<file path="src/rtl/rc4_pkg.sv">
// Shared RC4 types for the init, key-schedule, decrypt and checker loops.
// Holds the decrypt FSM state encoding, byte/index types and message length.
package rc4_pkg;

   localparam int MSG_LEN_DEF = 32;

   typedef logic [7:0] byte_t;
   typedef logic [5:0] idx_t;

   typedef enum logic [3:0] {
      ST_IDLE,
      ST_ADDR_I,
      ST_WAIT_I,
      ST_GET_I,
      ST_WAIT_J,
      ST_GET_J,
      ST_SWAP_I,
      ST_ADDR_F,
      ST_WAIT_F,
      ST_GET_F,
      ST_WAIT_ACK,
      ST_DONE
   } state_t;

endpackage

</file>
<file path="src/rtl/rc4_decrypt_loop_if.sv">
// Handshake between the decrypt loop and the downstream key checker.
// master: char_out/new_char/char_count/done out, start_over/compared_char in.
interface rc4_chk_if;
   import rc4_pkg::*;

   logic  start_over;
   logic  compared_char;
   byte_t char_out;
   logic  new_char;
   idx_t  char_count;
   logic  done;

   modport master (
      input  start_over,
      input  compared_char,
      output char_out,
      output new_char,
      output char_count,
      output done
   );

   modport slave (
      output start_over,
      output compared_char,
      input  char_out,
      input  new_char,
      input  char_count,
      input  done
   );

endinterface

</file>
<file path="src/rtl/rc4_decrypt_loop.sv">
// RC4 PRGA/decrypt loop: one keystream byte per ciphertext byte, XORed
// into the plaintext RAM and offered to the checker via the chk handshake.
// Ports: clk, resetm (async, active-low), start pulse, chk (checker
// handshake), S-RAM bus (s_*), ciphertext ROM (enc_*), plaintext RAM (dec_*).
module rc4_decrypt_loop
   import rc4_pkg::*;
#(
   parameter int MSG_LEN = MSG_LEN_DEF
) (
   input  logic       clk,
   input  logic       resetm,
   input  logic       start,
   rc4_chk_if.master  chk,
   output byte_t      s_addr,
   output byte_t      s_wrdata,
   output logic       s_wren,
   input  byte_t      s_rddata,
   output logic [4:0] enc_addr,
   input  byte_t      enc_rddata,
   output logic [4:0] dec_addr,
   output byte_t      dec_wrdata,
   output logic       dec_wren
);

   localparam idx_t LAST = idx_t'(MSG_LEN - 1);
   localparam idx_t FIN  = idx_t'(MSG_LEN + 1);

   state_t state_q, state_d;

   byte_t i_q, i_d;
   byte_t j_q, j_d;
   byte_t si_q, si_d;
   byte_t sj_q, sj_d;
   idx_t  k_q, k_d;

   byte_t      s_addr_q, s_addr_d;
   byte_t      s_wrdata_q, s_wrdata_d;
   logic       s_wren_q, s_wren_d;
   logic [4:0] enc_addr_q, enc_addr_d;
   logic [4:0] dec_addr_q, dec_addr_d;
   byte_t      dec_wrdata_q, dec_wrdata_d;
   logic       dec_wren_q, dec_wren_d;
   byte_t      char_q, char_d;
   logic       nc_q, nc_d;
   idx_t       cnt_q, cnt_d;
   logic       done_q, done_d;

   logic  abort;
   logic  ack;
   logic  last;
   byte_t f;

   assign abort = chk.start_over;
   assign ack   = chk.compared_char;
   assign last  = (k_q == LAST);
   assign f     = s_rddata ^ enc_rddata;

   always_ff @(posedge clk or negedge resetm) begin
      if (!resetm) state_q <= ST_IDLE;
      else         state_q <= state_d;
   end

   always_comb begin
      state_d = state_q;
      if (abort) begin
         state_d = ST_IDLE;
      end else begin
         unique case (state_q)
            ST_IDLE:     if (start) state_d = ST_ADDR_I;
            ST_ADDR_I:   state_d = ST_WAIT_I;
            ST_WAIT_I:   state_d = ST_GET_I;
            ST_GET_I:    state_d = ST_WAIT_J;
            ST_WAIT_J:   state_d = ST_GET_J;
            ST_GET_J:    state_d = ST_SWAP_I;
            ST_SWAP_I:   state_d = ST_ADDR_F;
            ST_ADDR_F:   state_d = ST_WAIT_F;
            ST_WAIT_F:   state_d = ST_GET_F;
            ST_GET_F:    state_d = ST_WAIT_ACK;
            ST_WAIT_ACK: if (ack) state_d = last ? ST_DONE : ST_ADDR_I;
            ST_DONE:     state_d = ST_DONE;
            default:     state_d = ST_IDLE;
         endcase
      end
   end

   always_comb begin
      i_d          = i_q;
      j_d          = j_q;
      si_d         = si_q;
      sj_d         = sj_q;
      k_d          = k_q;
      s_addr_d     = s_addr_q;
      s_wrdata_d   = s_wrdata_q;
      s_wren_d     = s_wren_q;
      enc_addr_d   = enc_addr_q;
      dec_addr_d   = dec_addr_q;
      dec_wrdata_d = dec_wrdata_q;
      dec_wren_d   = dec_wren_q;
      char_d       = char_q;
      nc_d         = nc_q;
      cnt_d        = cnt_q;
      done_d       = done_q;
      unique case (state_q)
         ST_ADDR_I: begin
            i_d        = i_q + 8'd1;
            s_addr_d   = i_q + 8'd1;
            enc_addr_d = k_q[4:0];
         end
         ST_GET_I: begin
            si_d     = s_rddata;
            j_d      = j_q + s_rddata;
            s_addr_d = j_q + s_rddata;
         end
         // i==j writes the same value twice to one address: S unchanged
         ST_GET_J: begin
            sj_d       = s_rddata;
            s_addr_d   = j_q;
            s_wrdata_d = si_q;
            s_wren_d   = 1'b1;
         end
         ST_SWAP_I: begin
            s_addr_d   = i_q;
            s_wrdata_d = sj_q;
            s_wren_d   = 1'b1;
         end
         ST_ADDR_F: begin
            s_wren_d = 1'b0;
            s_addr_d = si_q + sj_q;
         end
         ST_GET_F: begin
            char_d       = f;
            dec_wrdata_d = f;
            dec_addr_d   = k_q[4:0];
            dec_wren_d   = 1'b1;
            nc_d         = 1'b1;
         end
         ST_WAIT_ACK: begin
            nc_d       = 1'b0;
            dec_wren_d = 1'b0;
            if (ack && !last) begin
               k_d   = k_q + 6'd1;
               cnt_d = k_q + 6'd1;
            end
         end
         ST_DONE: begin
            done_d = 1'b1;
            cnt_d  = FIN;
         end
         default: ;
      endcase
      // abort drops any pending S write and rewinds the indices
      if (abort) begin
         i_d        = '0;
         j_d        = '0;
         k_d        = '0;
         s_wren_d   = 1'b0;
         dec_wren_d = 1'b0;
         nc_d       = 1'b0;
         done_d     = 1'b0;
         cnt_d      = '0;
      end
   end

   always_ff @(posedge clk or negedge resetm) begin
      if (!resetm) begin
         i_q          <= '0;
         j_q          <= '0;
         si_q         <= '0;
         sj_q         <= '0;
         k_q          <= '0;
         s_addr_q     <= '0;
         s_wrdata_q   <= '0;
         s_wren_q     <= 1'b0;
         enc_addr_q   <= '0;
         dec_addr_q   <= '0;
         dec_wrdata_q <= '0;
         dec_wren_q   <= 1'b0;
         char_q       <= '0;
         nc_q         <= 1'b0;
         cnt_q        <= '0;
         done_q       <= 1'b0;
      end else begin
         i_q          <= i_d;
         j_q          <= j_d;
         si_q         <= si_d;
         sj_q         <= sj_d;
         k_q          <= k_d;
         s_addr_q     <= s_addr_d;
         s_wrdata_q   <= s_wrdata_d;
         s_wren_q     <= s_wren_d;
         enc_addr_q   <= enc_addr_d;
         dec_addr_q   <= dec_addr_d;
         dec_wrdata_q <= dec_wrdata_d;
         dec_wren_q   <= dec_wren_d;
         char_q       <= char_d;
         nc_q         <= nc_d;
         cnt_q        <= cnt_d;
         done_q       <= done_d;
      end
   end

   assign s_addr         = s_addr_q;
   assign s_wrdata       = s_wrdata_q;
   assign s_wren         = s_wren_q;
   assign enc_addr       = enc_addr_q;
   assign dec_addr       = dec_addr_q;
   assign dec_wrdata     = dec_wrdata_q;
   assign dec_wren       = dec_wren_q;
   assign chk.char_out   = char_q;
   assign chk.new_char   = nc_q;
   assign chk.char_count = cnt_q;
   assign chk.done       = done_q;

endmodule

</file>
<file path="src/flat_wrapper.sv">
// flat-port wrapper written by rule: the top's interface ports become plain ports
module rc4_decrypt_loop_flat import rc4_pkg::*;
#(
   parameter int MSG_LEN = MSG_LEN_DEF
)
  (clk, resetm, start, s_addr, s_wrdata, s_wren, s_rddata, enc_addr, enc_rddata, dec_addr, dec_wrdata, dec_wren, chk_start_over, chk_compared_char, chk_char_out, chk_new_char, chk_char_count, chk_done);
  rc4_chk_if chk_i ();
  input  logic clk;
  input  logic resetm;
  input  logic start;
  output byte_t s_addr;
  output byte_t s_wrdata;
  output logic s_wren;
  input  byte_t s_rddata;
  output logic [4:0] enc_addr;
  input  byte_t enc_rddata;
  output logic [4:0] dec_addr;
  output byte_t dec_wrdata;
  output logic dec_wren;
  input wire logic [$bits(chk_i.start_over)-1:0] chk_start_over;
  input wire logic [$bits(chk_i.compared_char)-1:0] chk_compared_char;
  output wire logic [$bits(chk_i.char_out)-1:0] chk_char_out;
  output wire logic [$bits(chk_i.new_char)-1:0] chk_new_char;
  output wire logic [$bits(chk_i.char_count)-1:0] chk_char_count;
  output wire logic [$bits(chk_i.done)-1:0] chk_done;
  assign chk_i.start_over = chk_start_over;
  assign chk_i.compared_char = chk_compared_char;
  assign chk_char_out = chk_i.char_out;
  assign chk_new_char = chk_i.new_char;
  assign chk_char_count = chk_i.char_count;
  assign chk_done = chk_i.done;
  rc4_decrypt_loop #(.MSG_LEN(MSG_LEN)) u_core (.clk(clk), .resetm(resetm), .start(start), .chk(chk_i), .s_addr(s_addr), .s_wrdata(s_wrdata), .s_wren(s_wren), .s_rddata(s_rddata), .enc_addr(enc_addr), .enc_rddata(enc_rddata), .dec_addr(dec_addr), .dec_wrdata(dec_wrdata), .dec_wren(dec_wren));
endmodule
</file>
<file path="config.mk">
export PLATFORM = sky130hd
export DESIGN_NAME = rc4_decrypt_loop_flat
export DESIGN_NICKNAME = d
export VERILOG_FILES = /design/src/rtl/rc4_pkg.sv /design/src/rtl/rc4_decrypt_loop_if.sv /design/src/rtl/rc4_decrypt_loop.sv /design/src/flat_wrapper.sv
export SDC_FILE = /design/constraint.sdc
export NUM_CORES = 1
export LEC_CHECK = 0
export CORE_MARGIN = 2
export CORE_UTILIZATION = 51
export CTS_BUF_LIST = sky130_fd_sc_hd__clkbuf_8
export CTS_CLUSTER_SIZE = 20
export DETAILED_ROUTE_END_ITERATION = 8
export GPL_ROUTABILITY_DRIVEN = 0
export GPL_TIMING_DRIVEN = 0
export PLACE_DENSITY = 0.75
export RECOVER_POWER = 100
export SLEW_MARGIN = 20
export SYNTH_ARGS = -nofsm -noshare
export SYNTH_HDL_FRONTEND = slang
export SYNTH_SLANG_ARGS = --single-unit
</file>
<file path="constraint.sdc">
create_clock -name clk -period 2.3 [get_ports clk]
set_clock_uncertainty 0.2 [all_clocks]
set_input_delay 0.46 -clock clk [delete_from_list [all_inputs] [get_ports clk]]
set_output_delay 0.46 -clock clk [all_outputs]
set_load 0.03 [all_outputs]
</file>
**Yosys cells after proc, flatten, opt, wreduce, memory -nomap -nowiden**

Index checks and enable logic that the tools add are counted.

- Bits in latches: 0
- Word-level logic and storage cells: 74
- ROM bits: 0
- Memories: 0
- Flip-flop bits (word level): 85
- Bits in writable memories: 0

- Shift operators: 0
- Add/subtract/negate cells: 4
- Multiply operators: 0
- Div/mod/pow operators: 0
- Equality and inequality tests: 15
- Reduce and logical (&&, ||, !) cells: 17
- Multiplexer cells: 22
- Bitwise operators: 1
- Order comparisons: 0

Operators by type and width:

| cell | number |
|---|---|
| one-hot mux 4 bit (12 select lines) | 1 |
| one-hot mux 8 bit (5 select lines) | 1 |
| 2-to-1 mux 8 bit | 4 |
| 2-to-1 mux 6 bit | 4 |
| adder 8 bit | 2 |
| equality test 4 x 3 -> 1 bit (second input constant) | 4 |
| equality test 4 bit (second input constant) | 4 |
| 2-to-1 mux 4 bit | 4 |
| one-hot mux 8 bit (2 select lines) | 1 |
| one-hot mux 6 bit (2 select lines) | 1 |
| nonzero test 2 bit | 6 |
| nonzero test 3 bit | 3 |
| adder 8 x 1 -> 8 bit (second input constant) | 1 |
| equality test 4 x 2 -> 1 bit (second input constant) | 2 |
| bitwise XOR 8 bit | 1 |
| adder 6 x 1 -> 6 bit (second input constant) | 1 |
| equality test 6 x 5 -> 1 bit (second input constant) | 1 |
| != test 3 bit (second input constant) | 2 |
| AND reduction 2 bit | 3 |
| nonzero test 5 bit | 1 |
| equality test 4 x 1 -> 1 bit (second input constant) | 1 |
| zero test 4 bit | 1 |
| 2-to-1 mux 1 bit | 4 |
| one-hot mux 1 bit (2 select lines) | 2 |
| other kinds (4) | 4 |

**Logic depth before layout (Yosys ltp)**

- Word-level depth: 6
- Gate-level depth with buffers: 9
- Depth with buffers taken out: 9

**Worst setup path after synthesis**

OpenSTA, ideal clock, no wires.

- Path type: input -> register
- Start: input s_rddata[1]
- End: register u_core.j_q[7]
- Buffers on the path: 0
- Arrival: 1989 ps
- Data required time: 2024 ps
- Cell stages on the path: 7
- Setup slack: 35 ps
- Path through: ha_1 > a211oi_1 > nor2_1 > a41oi_1 > xor2_1 > or4_1 > o21ai_1

- Longest elaborated chain between the ends: 3

RTL lines:

| what | RTL line | text |
|---|---|---|
| from (decl) | flat_wrapper.sv:14 | `input byte_t s_rddata;` |
| adder 8 bit | rc4_decrypt_loop.sv:111 | `j_d = j_q + s_rddata;` |
| 2-to-1 mux 8 bit | rc4_decrypt_loop.sv:103 | `unique case (state_q)` |
| 2-to-1 mux 8 bit | rc4_decrypt_loop.sv:152 | `if (abort) begin` |
| to (signal assigned) | rc4_decrypt_loop.sv:184 | `j_q <= j_d;` |
| to (decl) | rc4_decrypt_loop.sv:31 | `byte_t j_q, j_d;` |

No other way between the ends. The select of a mux whose other input is x is not followed.
A chain may end at the register's enable or synchronous reset.

**Worst setup path after layout**

- Start: register u_core.j_q[0]
- End: register u_core.s_addr_q[6], in the netlist u_core.s_addr[6]

- Longest elaborated chain between the ends: 2

RTL lines:

| what | RTL line | text |
|---|---|---|
| adder 8 bit | rc4_decrypt_loop.sv:112 | `s_addr_d = j_q + s_rddata;` |
| one-hot mux 8 bit (5 select lines) | rc4_decrypt_loop.sv:103 |  |
| to (signal assigned) | rc4_decrypt_loop.sv:188 | `s_addr_q <= s_addr_d;` |
| to (decl) | rc4_decrypt_loop.sv:36 | `byte_t s_addr_q, s_addr_d;` |

No other way between the ends.

==> qor.log <==
INFO  synth          synthesis.yosys.warnings=0
INFO  finish         layout-drive-gt1-share=13.7%
INFO  grt            groute.layer.met3.usage=4.86%
INFO  finish         syn_to_final_growth=26.4%
INFO  floorplan      effective_utilization_at_floorplan=52.6%
INFO  placed_design  place_ws=-817ps
INFO  floorplan      fp.dieArea=10400um^2
INFO  synth          yosys_most_used_dff=sky130_fd_sc_hd__dfrtp_1
INFO  synth          synthesized_flop_and_latch_total=85
INFO  finish         n_fill_cell=779
INFO  finish         most-common-layout-cells=83 x sky130_fd_sc_hd__dfrtp_1, 71 x sky130_fd_sc_hd__nand2_1, 62 x sky130_fd_sc_hd__nor2_1
INFO  timing         setup_ws=-28.9ps
INFO  synth          synth_area_leader_cell=sky130_fd_sc_hd__dfrtp_1
INFO  detailed_routing vias=4446
INFO  timing         period_utilization=101%
INFO  floorplan      floorplan.io_pins=73
INFO  power_and_ir_drop power.leakage=0.00275uW
INFO  synth          post_synth.cell_area_avg=8.96um^2
INFO  grt            groute.usage.overall=26.7%
INFO  grt            grt_start_max_net_pins=57
INFO  synth          synth_top_cell_area_share=43.6%
INFO  finish         seqCellArea=2130um^2
INFO  critical_path  timing.critical_path.arrival=2370ps
INFO  finish         layout_commonest_cell=sky130_fd_sc_hd__dfrtp_1
INFO  power_and_ir_drop power_per_cell_area=699nW/um^2
INFO  status         violations=negative setup slack
INFO  placed_design  place.detailed.instances=746
INFO  grt            grt-busiest-layer=met2
INFO  synth          synth-edff-count=0
INFO  floorplan      die_height=102um
INFO  synth          synth.top_cells.by_area=sky130_fd_sc_hd__dfrtp_1 44%, sky130_fd_sc_hd__a21oi_1 6.4%, sky130_fd_sc_hd__nand2_1 5.5%
INFO  clock_tree     clock_latency=370ps
INFO  floorplan      die_x=102um
INFO  grt            grt_antenna_before_repair=0
INFO  grt            grt_pass1_vias=4330
INFO  finish         finalInstanceArea=6170um^2
INFO  status         run_status=complete, but fails checks
INFO  detailed_routing viasPerCell=5.76
INFO  critical_path  critPathLaunchType=register
INFO  grt            grtUsageMet2=44.4%
INFO  synth          synth_seq_area_share=43.6%
INFO  synth          async_flop_share=100%
INFO  critical_path  flop2flop_setup_slack=-30ps
INFO  floorplan      area_of_the_core_region=9280um^2
INFO  clock_tree     clk_root_buffer_cell=sky130_fd_sc_hd__clkbuf_8
INFO  critical_path  timing.reg2reg.worst_path_depth=9
INFO  placed_design  detail_placement_hpwl=9630um
INFO  timing         max_slew_margin=35.7%
INFO  power_and_ir_drop irDropWorstVdd=0.000416V
INFO  finish         layoutNonFillerInstCount=772
INFO  detailed_routing wl_per_cell=17.6um
INFO  timing         rsz_0062_raised_after_global_routing=true
INFO  finish         design.final.nets=677
INFO  detailed_routing 1st_pass_router_iterations=6
INFO  finish         multiInputGateArea=2590um^2
INFO  critical_path  reg2reg_to=u_core.s_addr[6]$_DFFE_PN0P_
INFO  finish         antennaDiodeCount=0
INFO  detailed_routing first_iter_violations=296
INFO  critical_path  worstReg2RegStart=u_core.j_q[0]$_DFFE_PN0P_
INFO  timing         period_needed=2330ps
INFO  timing         fmax=429MHz
INFO  synth          post_synth_inst_count=545
INFO  timing         slew_violations=0
INFO  critical_path  worst_setup_path_startpoint=u_core.j_q[0]$_DFFE_PN0P_
INFO  timing         final-setup-viol-count=1
INFO  clock_tree     cts_buffers=9
INFO  critical_path  setup.worst_path.end_class=register
INFO  synth          postSynthNetCount=584
INFO  timing         report.final.hold_viol_count=0
INFO  critical_path  crit_type=register to register
INFO  hold_path      min_path_type=input port to register
INFO  synth          netlist_area=4880um^2
INFO  grt            grt_pass1_wl=21500um
INFO  grt            globalRouteMet1Util=34.6%
INFO  critical_path  crit_path_max_fanout=3
INFO  detailed_routing drcViolationCount=0
INFO  clock_tree     tritoncts_clock_tree=yes
INFO  detailed_routing detail_route.wirelength=13600um
INFO  placed_design  post_dp_cell_area=5780um^2
INFO  grt            aggregate_global_routing_overflow=0
INFO  critical_path  endpoint=u_core.s_addr[6]$_DFFE_PN0P_
INFO  clock_tree     clk_pin_slew=100ps
INFO  placed_design  buffer_ports.inserted=71
INFO  detailed_routing final_antenna_net_count=0
INFO  floorplan      core.rowCount=35
INFO  timing         worst_pin_slew=961ps
INFO  clock_tree     clock-sinks=85
INFO  synth          netlist-cell-type-count=54
INFO  critical_path  timing.critical_path.required=2340ps
INFO  clock_tree     cts_h_tree_lvls=3
INFO  clock_tree     clock_path_buffers=2
INFO  flow_run       drv_cap=0
==> state kept, by name, indices dropped and copies added, names as in the netlist, 4 cells and up <==
name and count:
u_core.si_q 8, u_core.j_q 8, u_core.k_q 6, u_core.chk.char_count 6, u_core.enc_addr 5, u_core.i_q 8, u_core.dec_addr 5, u_core.s_addr 8
u_core.state_q 4, u_core.s_wrdata 8, u_core.dec_wrdata 8, u_core.sj_q 8
==> cell usage after synthesis, types with 3 or more instances <==
cell / count
sky130_fd_sc_hd__o31ai_1: 7
sky130_fd_sc_hd__nor3_1: 9
sky130_fd_sc_hd__xnor2_1: 26
sky130_fd_sc_hd__ha_1: 16
sky130_fd_sc_hd__nand2b_1: 15
sky130_fd_sc_hd__and3_1: 4
sky130_fd_sc_hd__a211oi_1: 7
sky130_fd_sc_hd__buf_4: 11
sky130_fd_sc_hd__xor2_1: 11
sky130_fd_sc_hd__o22ai_1: 10
sky130_fd_sc_hd__nor2_1: 62
sky130_fd_sc_hd__a31oi_1: 3
sky130_fd_sc_hd__nor2b_1: 9
sky130_fd_sc_hd__buf_2: 9
sky130_fd_sc_hd__nand3_1: 8
sky130_fd_sc_hd__nand2_1: 71
sky130_fd_sc_hd__mux2_2: 14
sky130_fd_sc_hd__o21ai_0: 28
sky130_fd_sc_hd__inv_1: 14
sky130_fd_sc_hd__buf_1: 3
sky130_fd_sc_hd__a21oi_1: 62
sky130_fd_sc_hd__clkbuf_1: 13
sky130_fd_sc_hd__or3_1: 4
sky130_fd_sc_hd__buf_6: 3
sky130_fd_sc_hd__dfrtp_1: 85
sky130_fd_sc_hd__o21bai_1: 3
==> worst min-delay path by stage <==
stage | start | to | slack [ps] | cells past startpoint
global placement | u_core.enc_addr[0]$_DFFE_PN0P_ | u_core.enc_addr[0]$_DFFE_PN0P_ | 270 | 2
CTS | u_core.enc_addr[0]$_DFFE_PN0P_ | u_core.enc_addr[0]$_DFFE_PN0P_ | 290 | 2
detailed placement | resetm | u_core.s_wrdata[3]$_DFFE_PN0P_ | 220 | 1
finish | s_rddata[6] | u_core.si_q[6]$_DFFE_PN0P_ | 250 | 3
global route | s_rddata[6] | u_core.si_q[6]$_DFFE_PN0P_ | 250 | 3
floorplan | resetm | u_core.chk.char_count[0]$_DFFE_PN0P_ | -40 | 0
==> power by group <==
| part | total [uW] | leakage [uW] | switching (uW) | internal [uW] |
|---|---|---|---|---|
| registers | 1830 | 0.00111 | 162 | 1670 |
| clock network | 1140 | 0.000103 | 619 | 520 |
| logic | 1340 | 0.00154 | 779 | 564 |
| total | 4310 | 0.00275 | 1560 | 2750 |
==> through the flow <==
stage	hold slack, ps	util [%]	TNS, ps	power [uW]
floorplan	-35.6	-	0	2730
CTS	294	65.4	0	4300
global route	252	66.4	-211	4550
detailed placement	223	62.2	-7190	3170
global placement	266	62.0	-217470	3130
finish	250	66.4	-28.9	4310
==> what timing repair did <==
item | 4_1_cts | 5_1_grt
setup buffers | 1 | 8
resized for setup | 17 | 18
pin swaps | 1 | 6
setup endpoints to repair | 13 | 9
hold buffers | 1 | 0
hold endpoints to repair | 29 | 0
==> worst max-delay path, cell delays in order, from the launching register on <==
cell	delay, ps
sky130_fd_sc_hd__dfrtp_1	430
sky130_fd_sc_hd__ha_4	190
sky130_fd_sc_hd__inv_1	80
sky130_fd_sc_hd__fa_2	220
sky130_fd_sc_hd__nand2b_4	130
sky130_fd_sc_hd__a21oi_2	60
sky130_fd_sc_hd__o21a_1	230
sky130_fd_sc_hd__or3_4	350
sky130_fd_sc_hd__a31oi_2	180
sky130_fd_sc_hd__o221ai_2	120
==> final cells by class <==
cell class | instances | area share [%]
flip-flops and latches | 85 | 34.5
plain buffers | 39 | 3.51
clock inverters | 7 | 1.30
clock buffers | 9 | 2.01
multi-input cells | 407 | 42.1
repair buffers | 82 | 13.1
well taps | 129 | 2.62
inverters | 14 | 0.852
==> routing by layer <==
| layer | share of wire [%] | vias to the layer above |
|---|---|---|
| li1 | - | 2060 |
| met1 | 42 | 2148 |
| met2 | 49 | 210 |
| met3 | 7.2 | 28 |
| met4 | 2.5 | 0 |
| met5 | 0 | - |
==> kinds of logic (layout without fill, tap and decap cells) <==
kind of cell             Yosys count  count (layout)  share of synthesized area [%]
multiplexers                      15              15                           3.44
AND/OR/NAND/NOR                  192             192                           18.0
flip-flops                        85              85                           43.6
buffers and inverters             53             151                           5.61
XOR/XNOR                          37              37                           6.64
adder cells (fa/ha/maj)           18              18                           4.92
AO/OA/AOI/OAI                    145             145                           17.8
No activity file was read; power rests on OpenSTA's default activity.
